### src/rtl/mem_arb_pkg.sv
// Shared definitions for the N-port memory arbiter.
//   ST_IDLE / ST_GRANT / ST_RELEASE : FSM state encoding
//   ARB_FIXED / ARB_RR              : arbitration policy selectors
//   idx_w()                         : index/counter width helper (minimum 1 bit)
package mem_arb_pkg;

   localparam logic [1:0] ST_IDLE    = 2'd0;
   localparam logic [1:0] ST_GRANT   = 2'd1;
   localparam logic [1:0] ST_RELEASE = 2'd2;

   localparam int ARB_FIXED = 0;
   localparam int ARB_RR    = 1;

   function automatic int idx_w(input int n);
      return (n <= 2) ? 1 : $clog2(n);
   endfunction

endpackage

### src/rtl/mem_arb_if.sv
// Requester/controller bus for the N-port memory arbiter.
//   read_request, write_request : per-port requests (held until grant drops)
//   skip_wait, mem_done         : turnaround bypass and controller completion pulse
//   grant, grant_id             : one-hot grant and its index
//   mem_rd, mem_wr              : registered strobes to the SDRAM controller
//   busy, timeout_err, err_port : status outputs
// master = requesters/controller side, slave = arbiter side.
interface mem_arb_if import mem_arb_pkg::*; #(
   parameter int NUM_PORTS = 4
) ();
   localparam int IDW = idx_w(NUM_PORTS);

   logic [NUM_PORTS-1:0] read_request;
   logic [NUM_PORTS-1:0] write_request;
   logic                 skip_wait;
   logic                 mem_done;
   logic [NUM_PORTS-1:0] grant;
   logic [IDW-1:0]       grant_id;
   logic                 mem_rd;
   logic                 mem_wr;
   logic                 busy;
   logic                 timeout_err;
   logic [IDW-1:0]       err_port;

   modport master (
      output read_request, write_request, skip_wait, mem_done,
      input  grant, grant_id, mem_rd, mem_wr, busy, timeout_err, err_port
   );

   modport slave (
      input  read_request, write_request, skip_wait, mem_done,
      output grant, grant_id, mem_rd, mem_wr, busy, timeout_err, err_port
   );
endinterface

### src/rtl/mem_arb_pick.sv
// Combinational winner selection.
//   req_i  : request vector        ptr_i  : round-robin start index
//   mode_i : 0 fixed (highest index wins), 1 round-robin
//   excl_i : ports removed from consideration
//   win_o  : winning index (0 if none)   vld_o : a winner exists
module mem_arb_pick import mem_arb_pkg::*; #(
   parameter int NUM_PORTS = 4,
   localparam int IDW = idx_w(NUM_PORTS)
) (
   input  logic [NUM_PORTS-1:0] req_i,
   input  logic [IDW-1:0]       ptr_i,
   input  logic                 mode_i,
   input  logic [NUM_PORTS-1:0] excl_i,
   output logic [IDW-1:0]       win_o,
   output logic                 vld_o
);
   logic [NUM_PORTS-1:0] cand;
   int                   idx;

   assign cand = req_i & ~excl_i;

   always_comb begin
      win_o = '0;
      vld_o = 1'b0;
      idx   = 0;
      if (mode_i) begin
         // Walk offsets from farthest to nearest so the port closest to the
         // pointer (searching upward with wrap) is the last one written.
         for (int off = NUM_PORTS - 1; off >= 0; off--) begin
            idx = int'(ptr_i) + off;
            if (idx >= NUM_PORTS) idx = idx - NUM_PORTS;
            if (cand[idx]) begin
               win_o = IDW'(idx);
               vld_o = 1'b1;
            end
         end
      end else begin
         for (int i = 0; i < NUM_PORTS; i++) begin
            if (cand[i]) begin
               win_o = IDW'(i);
               vld_o = 1'b1;
            end
         end
      end
   end
endmodule

### src/rtl/mem_arbiter_np.sv
// N-port memory arbiter in front of a single-port SDRAM controller.
//   clk, rst : clock, asynchronous active-high reset
//   bus      : mem_arb_if slave (requests, mem_done, skip_wait in;
//              grant, grant_id, mem_rd, mem_wr, busy, timeout_err, err_port out)
// IDLE arbitrates, GRANT holds one port until mem_done/abort/timeout, RELEASE
// gives the controller one cycle with all strobes low (bypassed by skip_wait).
module mem_arbiter_np import mem_arb_pkg::*; #(
   parameter int NUM_PORTS      = 4,
   parameter int ARB_MODE       = 0,
   parameter int TIMEOUT_CYCLES = 1024
) (
   input logic       clk,
   input logic       rst,
   mem_arb_if.slave  bus
);
   localparam int IDW = idx_w(NUM_PORTS);
   localparam int CW  = idx_w(TIMEOUT_CYCLES + 1);

   logic [1:0]           state_q, state_d;
   logic [NUM_PORTS-1:0] grant_q, grant_d;
   logic [IDW-1:0]       gid_q, gid_d;
   logic                 rd_q, rd_d, wr_q, wr_d;
   logic                 tmo_q, tmo_d;
   logic [IDW-1:0]       errp_q, errp_d;
   logic [IDW-1:0]       rr_q, rr_d;
   logic [CW-1:0]        cnt_q, cnt_d;

   logic [NUM_PORTS-1:0] req, excl;
   logic [IDW-1:0]       pick_id;
   logic                 pick_vld;
   logic                 done, abort, expire, release_ev;

   assign req = bus.read_request | bus.write_request;
   // In GRANT the picker serves the skip_wait path and must not re-pick the
   // port being released.
   assign excl = (state_q == ST_GRANT) ? grant_q : '0;

   mem_arb_pick #(.NUM_PORTS(NUM_PORTS)) u_pick (
      .req_i  (req),
      .ptr_i  (rr_q),
      .mode_i (ARB_MODE == ARB_RR),
      .excl_i (excl),
      .win_o  (pick_id),
      .vld_o  (pick_vld)
   );

   assign done       = bus.mem_done;
   assign abort      = ~|(req & grant_q);
   assign expire     = (TIMEOUT_CYCLES != 0) && (cnt_q == CW'(TIMEOUT_CYCLES - 1));
   assign release_ev = done | abort | expire;

   always_comb begin
      state_d = state_q;
      grant_d = grant_q;
      gid_d   = gid_q;
      rd_d    = rd_q;
      wr_d    = wr_q;
      tmo_d   = 1'b0;
      errp_d  = errp_q;
      rr_d    = rr_q;
      cnt_d   = cnt_q;
      case (state_q)
         ST_GRANT: begin
            cnt_d = cnt_q + 1'b1;
            if (release_ev) begin
               grant_d = '0;
               gid_d   = '0;
               rd_d    = 1'b0;
               wr_d    = 1'b0;
               state_d = bus.skip_wait ? ST_IDLE : ST_RELEASE;
               // A coincident completion or abort wins over expiry: no error.
               if (expire && !done && !abort) begin
                  tmo_d  = 1'b1;
                  errp_d = gid_q;
               end
            end
         end
         ST_RELEASE: state_d = ST_IDLE;
         default:    state_d = ST_IDLE;
      endcase
      // New grant from IDLE, or straight out of GRANT on the skip_wait path.
      if ((state_q == ST_IDLE || (state_q == ST_GRANT && release_ev && bus.skip_wait))
          && pick_vld) begin
         state_d          = ST_GRANT;
         grant_d          = '0;
         grant_d[pick_id] = 1'b1;
         gid_d            = pick_id;
         wr_d             = bus.write_request[pick_id];
         rd_d             = ~bus.write_request[pick_id];
         cnt_d            = '0;
         if (ARB_MODE == ARB_RR)
            rr_d = (pick_id == IDW'(NUM_PORTS - 1)) ? '0 : pick_id + 1'b1;
      end
   end

   always_ff @(posedge clk or posedge rst) begin
      if (rst) begin
         state_q <= ST_IDLE;
         grant_q <= '0;
         gid_q   <= '0;
         rd_q    <= 1'b0;
         wr_q    <= 1'b0;
         tmo_q   <= 1'b0;
         errp_q  <= '0;
         rr_q    <= '0;
         cnt_q   <= '0;
      end else begin
         state_q <= state_d;
         grant_q <= grant_d;
         gid_q   <= gid_d;
         rd_q    <= rd_d;
         wr_q    <= wr_d;
         tmo_q   <= tmo_d;
         errp_q  <= errp_d;
         rr_q    <= rr_d;
         cnt_q   <= cnt_d;
      end
   end

   assign bus.grant       = grant_q;
   assign bus.grant_id    = gid_q;
   assign bus.mem_rd      = rd_q;
   assign bus.mem_wr      = wr_q;
   assign bus.busy        = (state_q != ST_IDLE);
   assign bus.timeout_err = tmo_q;
   assign bus.err_port    = errp_q;
endmodule

### src/flat_wrapper.sv
// flat-port wrapper written by rule: the top's interface ports become plain ports
module mem_arbiter_np_flat import mem_arb_pkg::*;
#(
   parameter int NUM_PORTS      = 4,
   parameter int ARB_MODE       = 0,
   parameter int TIMEOUT_CYCLES = 1024
)
  (clk, rst, bus_read_request, bus_write_request, bus_skip_wait, bus_mem_done, bus_grant, bus_grant_id, bus_mem_rd, bus_mem_wr, bus_busy, bus_timeout_err, bus_err_port);
  mem_arb_if #(.NUM_PORTS(NUM_PORTS)) bus_i ();
  input logic clk;
  input logic rst;
  input wire logic [$bits(bus_i.read_request)-1:0] bus_read_request;
  input wire logic [$bits(bus_i.write_request)-1:0] bus_write_request;
  input wire logic [$bits(bus_i.skip_wait)-1:0] bus_skip_wait;
  input wire logic [$bits(bus_i.mem_done)-1:0] bus_mem_done;
  output wire logic [$bits(bus_i.grant)-1:0] bus_grant;
  output wire logic [$bits(bus_i.grant_id)-1:0] bus_grant_id;
  output wire logic [$bits(bus_i.mem_rd)-1:0] bus_mem_rd;
  output wire logic [$bits(bus_i.mem_wr)-1:0] bus_mem_wr;
  output wire logic [$bits(bus_i.busy)-1:0] bus_busy;
  output wire logic [$bits(bus_i.timeout_err)-1:0] bus_timeout_err;
  output wire logic [$bits(bus_i.err_port)-1:0] bus_err_port;
  assign bus_i.read_request = bus_read_request;
  assign bus_i.write_request = bus_write_request;
  assign bus_i.skip_wait = bus_skip_wait;
  assign bus_i.mem_done = bus_mem_done;
  assign bus_grant = bus_i.grant;
  assign bus_grant_id = bus_i.grant_id;
  assign bus_mem_rd = bus_i.mem_rd;
  assign bus_mem_wr = bus_i.mem_wr;
  assign bus_busy = bus_i.busy;
  assign bus_timeout_err = bus_i.timeout_err;
  assign bus_err_port = bus_i.err_port;
  mem_arbiter_np #(.NUM_PORTS(NUM_PORTS), .ARB_MODE(ARB_MODE), .TIMEOUT_CYCLES(TIMEOUT_CYCLES)) u_core (.clk(clk), .rst(rst), .bus(bus_i));
endmodule
### config.mk
export PLATFORM = sky130hd
export DESIGN_NAME = mem_arbiter_np_flat
export DESIGN_NICKNAME = d
export VERILOG_FILES = /design/src/rtl/mem_arb_pkg.sv /design/src/rtl/mem_arb_if.sv /design/src/rtl/mem_arb_pick.sv /design/src/rtl/mem_arbiter_np.sv /design/src/flat_wrapper.sv
export SDC_FILE = /design/constraint.sdc
export NUM_CORES = 1
export LEC_CHECK = 0
export BUFFER_PORTS_ARGS = -buffer_cell sky130_fd_sc_hd__buf_2
export CAP_MARGIN = 15
export CORE_MARGIN = 2
export CORE_UTILIZATION = 44
export CTS_CLUSTER_SIZE = 14
export DETAILED_ROUTE_END_ITERATION = 7
export GPL_TIMING_DRIVEN = 0
export PLACE_DENSITY = 0.75
export SYNTH_ARGS = -nofsm -noshare
export SYNTH_HDL_FRONTEND = slang
export SYNTH_SLANG_ARGS = --single-unit
### constraint.sdc
create_clock -name clk -period 2.39 [get_ports clk]
set_input_delay 0.3585 -clock clk [delete_from_list [all_inputs] [get_ports clk]]
set_output_delay 0.3585 -clock clk [all_outputs]
set_load 0.02 [all_outputs]
==> impl_metrics.py, run 1 <==
metrics = {
    "place": {
        "dpl.hpwl_um": 1960,
        "dpl_worst_slack_ps": 269,
        "port_buffers": 23,
        "placed_cells": 180,
        "gp_congestion": 0.813,
    },
    "worst_setup_path": {
        "end_kind": "register",
        "r2r_start": "u_core.state_q[1]$_DFFE_PP0P_",
        "critical_path_required_ps": 2640,
        "rrSetupSlack_ps": 300,
        "r2r_end": "u_core.bus.grant[2]$_DFFE_PP0P_",
        "path_max_fanout": 8,
        "arrival_ps": 2340,
        "worstPathCellList": "nand3b_1, a222oi_1, a221oi_1, a21bo_2, mux2i_1",
        "cp_slowest_cell": "a222oi_1",
        "rr_worst_depth": 5,
        "slowest_delay_ps": 600,
        "path_class": "register to register",
        "cp-start-kind": "register",
        "crit_path_start": "u_core.state_q[1]$_DFFE_PP0P_",
    },
    "synth": {
        "yosysUniqueCellTypes": 39,
        "synth_edf_count": 0,
        "synth_top_flop_cell": "dfrtp_1",
        "ys_ff_latch": 24,
        "synth_nets": 139,
        "syn-cell-area_um2": 1270,
        "ys_seq_area_share_pct": 47.2,
        "syn_avg_cell_area_um2": 10.1,
        "ys_async_sr_fraction_pct": 100,
        "synthCells": 126,
        "yosysWarnings": 0,
    },
    "global_routing": {
        "grt_max_degree": 25,
        "grt_pass1_vias": 1012,
        "grt_usage_pct": 17.0,
        "grt_overflow": 0,
        "grt_pass1_wl_um": 4430,
        "antenna_found_initial": 0,
    },
    "drt": {
        "drtIter0Drc": 18,
        "antenna_left": 0,
        "vias": 1039,
        "post_drt_wl_per_cell_um": 14.2,
        "wl_um": 2600,
        "vias_per_cell": 5.68,
        "dr.pass1.iters": 4,
        "drc_errors": 0,
    },
    "timing": {
        "max_freq_mhz": 478,
        "setup_violations": 0,
        "maxSlewHeadroom_pct": 41.8,
        "drv_slew": 0,
        "worst_pin_slew_ps": 873,
        "fin_ws_ps": 298,
        "rsz0062_at_grt": "no",
        "fin_tns_setup_ps": 0,
        "fin_crit_sh_pct": 87.5,
        "finalHoldViolCount": 0,
        "fin_worst_skew_ps": 5.62,
        "fin_crit_ps": 2090,
    },
    "finish": {
        "fin_nets": 167,
        "multiInputGateArea_um2": 637,
        "drive_gt1_share_pct": 29.6,
        "antenna_cells": 0,
        "fillers": 253,
        "finish.utilization_pct": 52.5,
        "syn_to_final_growth_pct": 13.9,
        "stdcell_count": 183,
        "seq_area_um2": 601,
    },
    "clock_tree": {
        "htreeDepth": 1,
        "insertion_delay_ps": 320,
        "clk_path_buf_depth": 2,
        "root_buffer": "clkbuf_4",
        "post_cts_resized": 0,
        "cts.sinks": 24,
        "cts_hold_buf": 0,
        "cts_buffers": 3,
        "cts_tree": "yes",
        "cts_setup_buffers": 0,
        "cts.clk_slew.worst_paths_ps": 130,
    },
    "die": {
        "boundaryPins": 24,
        "core_area_um2": 2760,
        "die_w_um": 57.8,
        "row_count": 19,
        "start_util_pct": 46.1,
        "fp.dieArea_um2": 3340,
        "fp.dieH_um": 57.8,
    },
    "min_path": {
        "min_path_type": "input port to asynchronous set/reset pin",
    },
    "pwr": {
        "p_leak_nw": 0.695,
        "ir_worst_vdd_mv": 0.572,
        "power_mw": 1.43,
        "cellPowerDensity_nw_per_um2": 987,
    },
    "flow_run": {
        "maxCapViolCount": 0,
    },
    "run_status": {
        "status": "completed",
    },
}
[Yosys cell counts (all sizes together), types with 4 or more instances]
| master | count | area share (%) |
|---|---|---|
| dfrtp | 24 | 47 |
| nor2 | 16 | 4.9 |
| nand2 | 15 | 4.4 |
| o21ai | 9 | 3.5 |
| xor2 | 5 | 3.4 |
| mux2i | 4 | 3.1 |
| nand4 | 4 | 2.5 |
| or2 | 4 | 2.0 |
| xnor2 | 4 | 2.8 |
[cell usage in the layout, fill, tap and decap left out, types with 2 or more instances in the layout]
master / netlist / final
a21oi_1: 2 / 2
a222oi_1: 2 / 2
a22o_2: 2 / 2
and2_1: 2 / 2
and3_1: 2 / 2
buf_2: 1 / 24
clkbuf_4: 0 / 3
dfrtp_1: 24 / 24
inv_1: 3 / 3
mux2_2: 2 / 2
mux2i_1: 4 / 4
nand2_1: 15 / 15
nand3_1: 3 / 3
nand3b_1: 3 / 3
nand4_1: 3 / 3
nor2_1: 15 / 15
nor3_1: 2 / 2
o21ai_0: 9 / 9
or2_2: 4 / 4
xnor2_1: 4 / 4
xor2_1: 5 / 5
[state kept, by name (all words and copies together), names as in the netlist]
| name | count |
|---|---|
| u_core.state_q | 2 |
| u_core.bus.timeout_err | 1 |
| u_core.bus.grant_id | 2 |
| u_core.bus.mem_rd | 1 |
| u_core.bus.mem_wr | 1 |
| u_core.cnt_q | 11 |
| u_core.bus.err_port | 2 |
| u_core.bus.grant | 4 |
[power breakdown]
| part | switching, mW | internal, mW | total (mW) | leakage, nW |
|---|---|---|---|---|
| logic | 0.399 | 0.285 | 0.684 | 0.361 |
| clock network | 0.120 | 0.0592 | 0.179 | 0.0138 |
| registers | 0.0744 | 0.492 | 0.566 | 0.320 |
[final cells by class]
| type | count | area share, % |
|---|---|---|
| inverter | 3 | 0.777 |
| multi-input combinational | 96 | 44.0 |
| clock buffer | 3 | 1.55 |
| buffer | 3 | 1.64 |
| tap | 31 | 2.68 |
| timing repair buffer | 23 | 7.94 |
| sequential | 24 | 41.5 |
[worst max-delay path by stage]
stage / endpoint / slack [ps] / depth (start not counted)
5_1_grt: u_core.bus.grant[2]$_DFFE_PP0P_ / 140 / 5
6_report: u_core.bus.grant[2]$_DFFE_PP0P_ / 300 / 5
2_1_floorplan: u_core.bus.grant[0]$_DFFE_PP0P_ / 580 / 5
3_3_place_gp: u_core.bus.grant[0]$_DFFE_PP0P_ / 320 / 6
3_5_place_dp: u_core.bus.grant[2]$_DFFE_PP0P_ / 270 / 6
4_1_cts: u_core.bus.grant[1]$_DFFE_PP0P_ / 300 / 5
[routing by layer]
metal	track usage, %	vias up	wire length (µm)
met1	24.7	513	1260
met4	4.98	0	40
met3	2.68	4	78
met2	26.5	16	1220
li1	-	506	-
met5	0	-	0
[kinds of logic (layout without fill, tap and decap cells)]
| group | Yosys count | count (layout) | synth area share [%] |
|---|---|---|---|
| AOI/OAI and AO/OA | 24 | 24 | 14.9 |
| buffers and inverters | 6 | 32 | 2.75 |
| muxes | 6 | 6 | 4.92 |
| and+or+nand+nor | 56 | 56 | 23.0 |
| DFF | 24 | 24 | 47.2 |
| adders and majority gates | 1 | 1 | 0.983 |
| xor gates and xnor gates | 9 | 9 | 6.19 |
[through the flow]
step / hold WS [ps] / instance area (µm²)
2_1_floorplan: 373 / 1270
3_3_place_gp: 473 / 1430
3_5_place_dp: 489 / 1430
4_1_cts: 178 / 1450
5_1_grt: 171 / 1450
6_report: 185 / 1450
[worst max-delay path: cells and delay by family, from the launching register on]
kind / cells / cell delay [ps]
flops: 1 / 480
compound gates: 3 / 1100
mux: 1 / 210
simple gates: 1 / 240
(Power assumes the default switching activity.)
==> inputs of run 2 (changes only) <==
Settings changed: ABC_AREA set to 1, CELL_PAD_IN_SITES_DETAIL_PLACEMENT set to 0, CELL_PAD_IN_SITES_GLOBAL_PLACEMENT set to 1, CORE_UTILIZATION 44 to 40, PLACE_DENSITY 0.75 to unset, PLACE_DENSITY_LB_ADDON set to 0.3.
==> run 2 against run 1 <==
Compared with the run above: flip-flop and latch count is the same; combinational power rose by 8.6%; critical endpoint is now u_core.bus.grant_id[0]$_DFFE_PP0P_; die area up 13%; highest routed layer unchanged; clock power increased by 19%; first-iteration DRC count increased to 2.9 times the previous value; core utilization fell by 3.2 points; sequential share of layout area is 1.9 points lower; synthesized cell count increased by 28%; worst hold slack better by 8.6 ps; sequential power decreased by 4.6%; worst setup slack better by 240 ps.
==> impl_metrics.py, run 2 <==
metrics = {
    "run_status": {
        "status": "completed",
    },
    "finish": {
        "fin_area_um2": 1520,
        "regMostFlops": "u_core.cnt_q",
        "largest_reg_flops": 11,
        "mostFrequentLayoutCells": "35 x nand2_1, 24 x dfrtp_1, 23 x buf_2, 22 x nor2_1, 22 x nand3_1",
        "layout_commonest_cell": "nand2_1",
        "fillers": 303,
        "finish.utilization_pct": 49.3,
        "antenna_cells": 0,
        "seq_area_um2": 601,
        "fin_nets": 202,
        "drive_gt1_share_pct": 22.9,
        "syn_to_final_growth_pct": 15.7,
        "multiInputGateArea_um2": 618,
        "stdcell_count": 232,
    },
    "worst_setup_path": {
        "arrival_ps": 2070,
        "rrSetupSlack_ps": 540,
        "crit_path_start": "u_core.cnt_q[0]$_DFFE_PP0P_",
        "end_kind": "register",
        "critical_path_required_ps": 2610,
        "path_max_fanout": 10,
        "r2r_end": "u_core.bus.grant_id[0]$_DFFE_PP0P_",
        "cp-endpoint": "u_core.bus.grant_id[0]$_DFFE_PP0P_",
        "slowest_delay_ps": 410,
        "cp_slowest_cell": "dfrtp_1",
        "path_class": "register to register",
        "r2r_start": "u_core.cnt_q[0]$_DFFE_PP0P_",
        "crit_top_cell": "nand3_1",
        "worstPathCellList": "ha_1, nand3_1, nand3b_1, nand3_1, nand3_1, nand2_2, nand2_4, buf_8, nand3_1, nand2_1",
        "rr_worst_depth": 10,
        "cp-start-kind": "register",
    },
    "synth": {
        "synthCells": 161,
        "yosysWarnings": 0,
        "ys_ff_latch": 24,
        "ys_async_sr_fraction_pct": 100,
        "syn-cell-area_um2": 1310,
        "yosysTopAreaCellShare_pct": 45.8,
        "synth_top_flop_cell": "dfrtp_1",
        "ys_top_cells_by_count": "35 x nand2_1, 24 x dfrtp_1, 22 x nand3_1, 22 x nor2_1, 13 x inv_1",
        "synth_edf_count": 0,
        "yosysUniqueCellTypes": 25,
        "yosys.area.top_type": "dfrtp_1",
        "ys_seq_area_share_pct": 45.8,
        "synth_nets": 174,
        "syn_avg_cell_area_um2": 8.15,
        "synth.most_common_cell": "nand2_1",
        "synth.area.top_cells": "dfrtp_1 46%, nand2_1 10%, nand3_1 8.4%",
    },
    "die": {
        "boundaryPins": 24,
        "start_util_pct": 42.6,
        "fp.dieArea_um2": 3760,
        "fp.dieH_um": 61.3,
        "die_w_um": 61.3,
        "core_area_um2": 3080,
        "row_count": 20,
    },
    "drt": {
        "post_drt_wl_per_cell_um": 12.4,
        "wl_um": 2880,
        "drtIter0Drc": 52,
        "antenna_left": 0,
        "dr.pass1.iters": 4,
        "vias": 1144,
        "drc_errors": 0,
        "vias_per_cell": 4.93,
    },
    "timing": {
        "worst_pin_slew_ps": 900,
        "max_freq_mhz": 541,
        "maxSlewHeadroom_pct": 39.9,
        "fin_ws_ps": 542,
        "drv_slew": 0,
        "holdWs_ps": 194,
        "rsz0062_at_grt": "no",
        "setup_violations": 0,
        "fin_tns_setup_ps": 0,
        "fin_worst_skew_ps": 1.21,
        "fin_crit_ps": 1850,
        "fin_crit_sh_pct": 77.3,
        "finalHoldViolCount": 0,
    },
    "clock_tree": {
        "root_buffer": "clkbuf_4",
        "cts_hold_buf": 0,
        "cts_tree": "yes",
        "htreeDepth": 1,
        "post_cts_resized": 0,
        "cts_buffers": 3,
        "insertion_delay_ps": 310,
        "clk_path_buf_depth": 2,
        "cts.clk_slew.worst_paths_ps": 130,
        "cts.sinks": 24,
        "cts_setup_buffers": 0,
    },
    "global_routing": {
        "grt_overflow": 0,
        "grt_max_degree": 25,
        "grt_pass1_vias": 1087,
        "antenna_found_initial": 0,
        "grt_pass1_wl_um": 4930,
        "grt_usage_pct": 17.7,
    },
    "pwr": {
        "p_leak_nw": 0.776,
        "cellPowerDensity_nw_per_um2": 985,
        "power_mw": 1.50,
        "ir_worst_vdd_mv": 0.485,
    },
    "flow_run": {
        "maxCapViolCount": 0,
    },
    "place": {
        "placed_cells": 228,
        "port_buffers": 23,
        "dpl_cell_area_um2": 1480,
        "dpl_worst_slack_ps": 543,
        "gp_congestion": 0.781,
        "dpl.hpwl_um": 2210,
    },
    "min_path": {
        "min_path_type": "input port to register",
    },
}
[run 2: cell types whose count changed in the layout (fill, tap and decap cells not counted), sizes merged, moves of 4 or more]
cell,delta
nor2,+8
a21oi,+6
mux2i,-4
inv,+11
nand3,+21
o21ai,-6
nand2,+25
[run 2: per-layer routing]
| metal | up-vias | part of all wire, % | GRT usage, % |
|---|---|---|---|
| met4 | 0 | 0.35 | 5.90 |
| li1 | 579 | - | - |
| met1 | 546 | 50 | 25.6 |
| met2 | 17 | 48 | 27.7 |
| met5 | - | 0 | 0 |
| met3 | 2 | 2.4 | 2.31 |
[run 2: report_power, final]
part / switching, mW / internal [mW] / total [mW]
logic: 0.498 / 0.245 / 0.743
clock network: 0.120 / 0.0930 / 0.213
registers: 0.0541 / 0.486 / 0.540
[run 2: critical path, delay by kind of cell, from the launching register on]
| kind | cells | cell delay, ps |
|---|---|---|
| simple gates | 8 | 950 |
| flops | 1 | 410 |
| fa+ha+maj | 1 | 230 |
| buf+inv | 1 | 160 |
[run 2: layout make-up]
| class | instances | share of cell area, % |
|---|---|---|
| multi-input cells | 119 | 40.7 |
| repair buffers | 23 | 7.58 |
| flip-flops and latches | 24 | 39.5 |
| clock buffers | 4 | 2.39 |
| plain buffers | 4 | 2.72 |
| well taps | 44 | 3.62 |
| inverters | 14 | 3.46 |
[run 2: cell families (layout without fill, tap and decap cells)]
logic type               count (synthesis)  count (layout)  synth area share, %
AO/OA/AOI/OAI                           15              15                 7.06
XOR/XNOR                                 8               8                 5.34
adder cells (fa/ha/maj)                  1               1                0.953
buffers and inverters                   18              45                 7.15
flip-flops                              24              24                 45.8
AND/OR/NAND/NOR                         95              95                 33.7
[run 2: worst min-delay path by stage]
stage,from,endpoint,cells past startpoint
after global placement,u_core.bus.err_port[1]$_DFFE_PP0P_,u_core.bus.err_port[1]$_DFFE_PP0P_,2
final,bus_skip_wait,u_core.state_q[1]$_DFFE_PP0P_,2
after detailed placement,u_core.bus.err_port[0]$_DFFE_PP0P_,u_core.bus.err_port[0]$_DFFE_PP0P_,2
after CTS,bus_skip_wait,u_core.state_q[1]$_DFFE_PP0P_,2
after global routing,bus_skip_wait,u_core.state_q[1]$_DFFE_PP0P_,2
after floorplan,rst,u_core.bus.err_port[0]$_DFFE_PP0P_,1
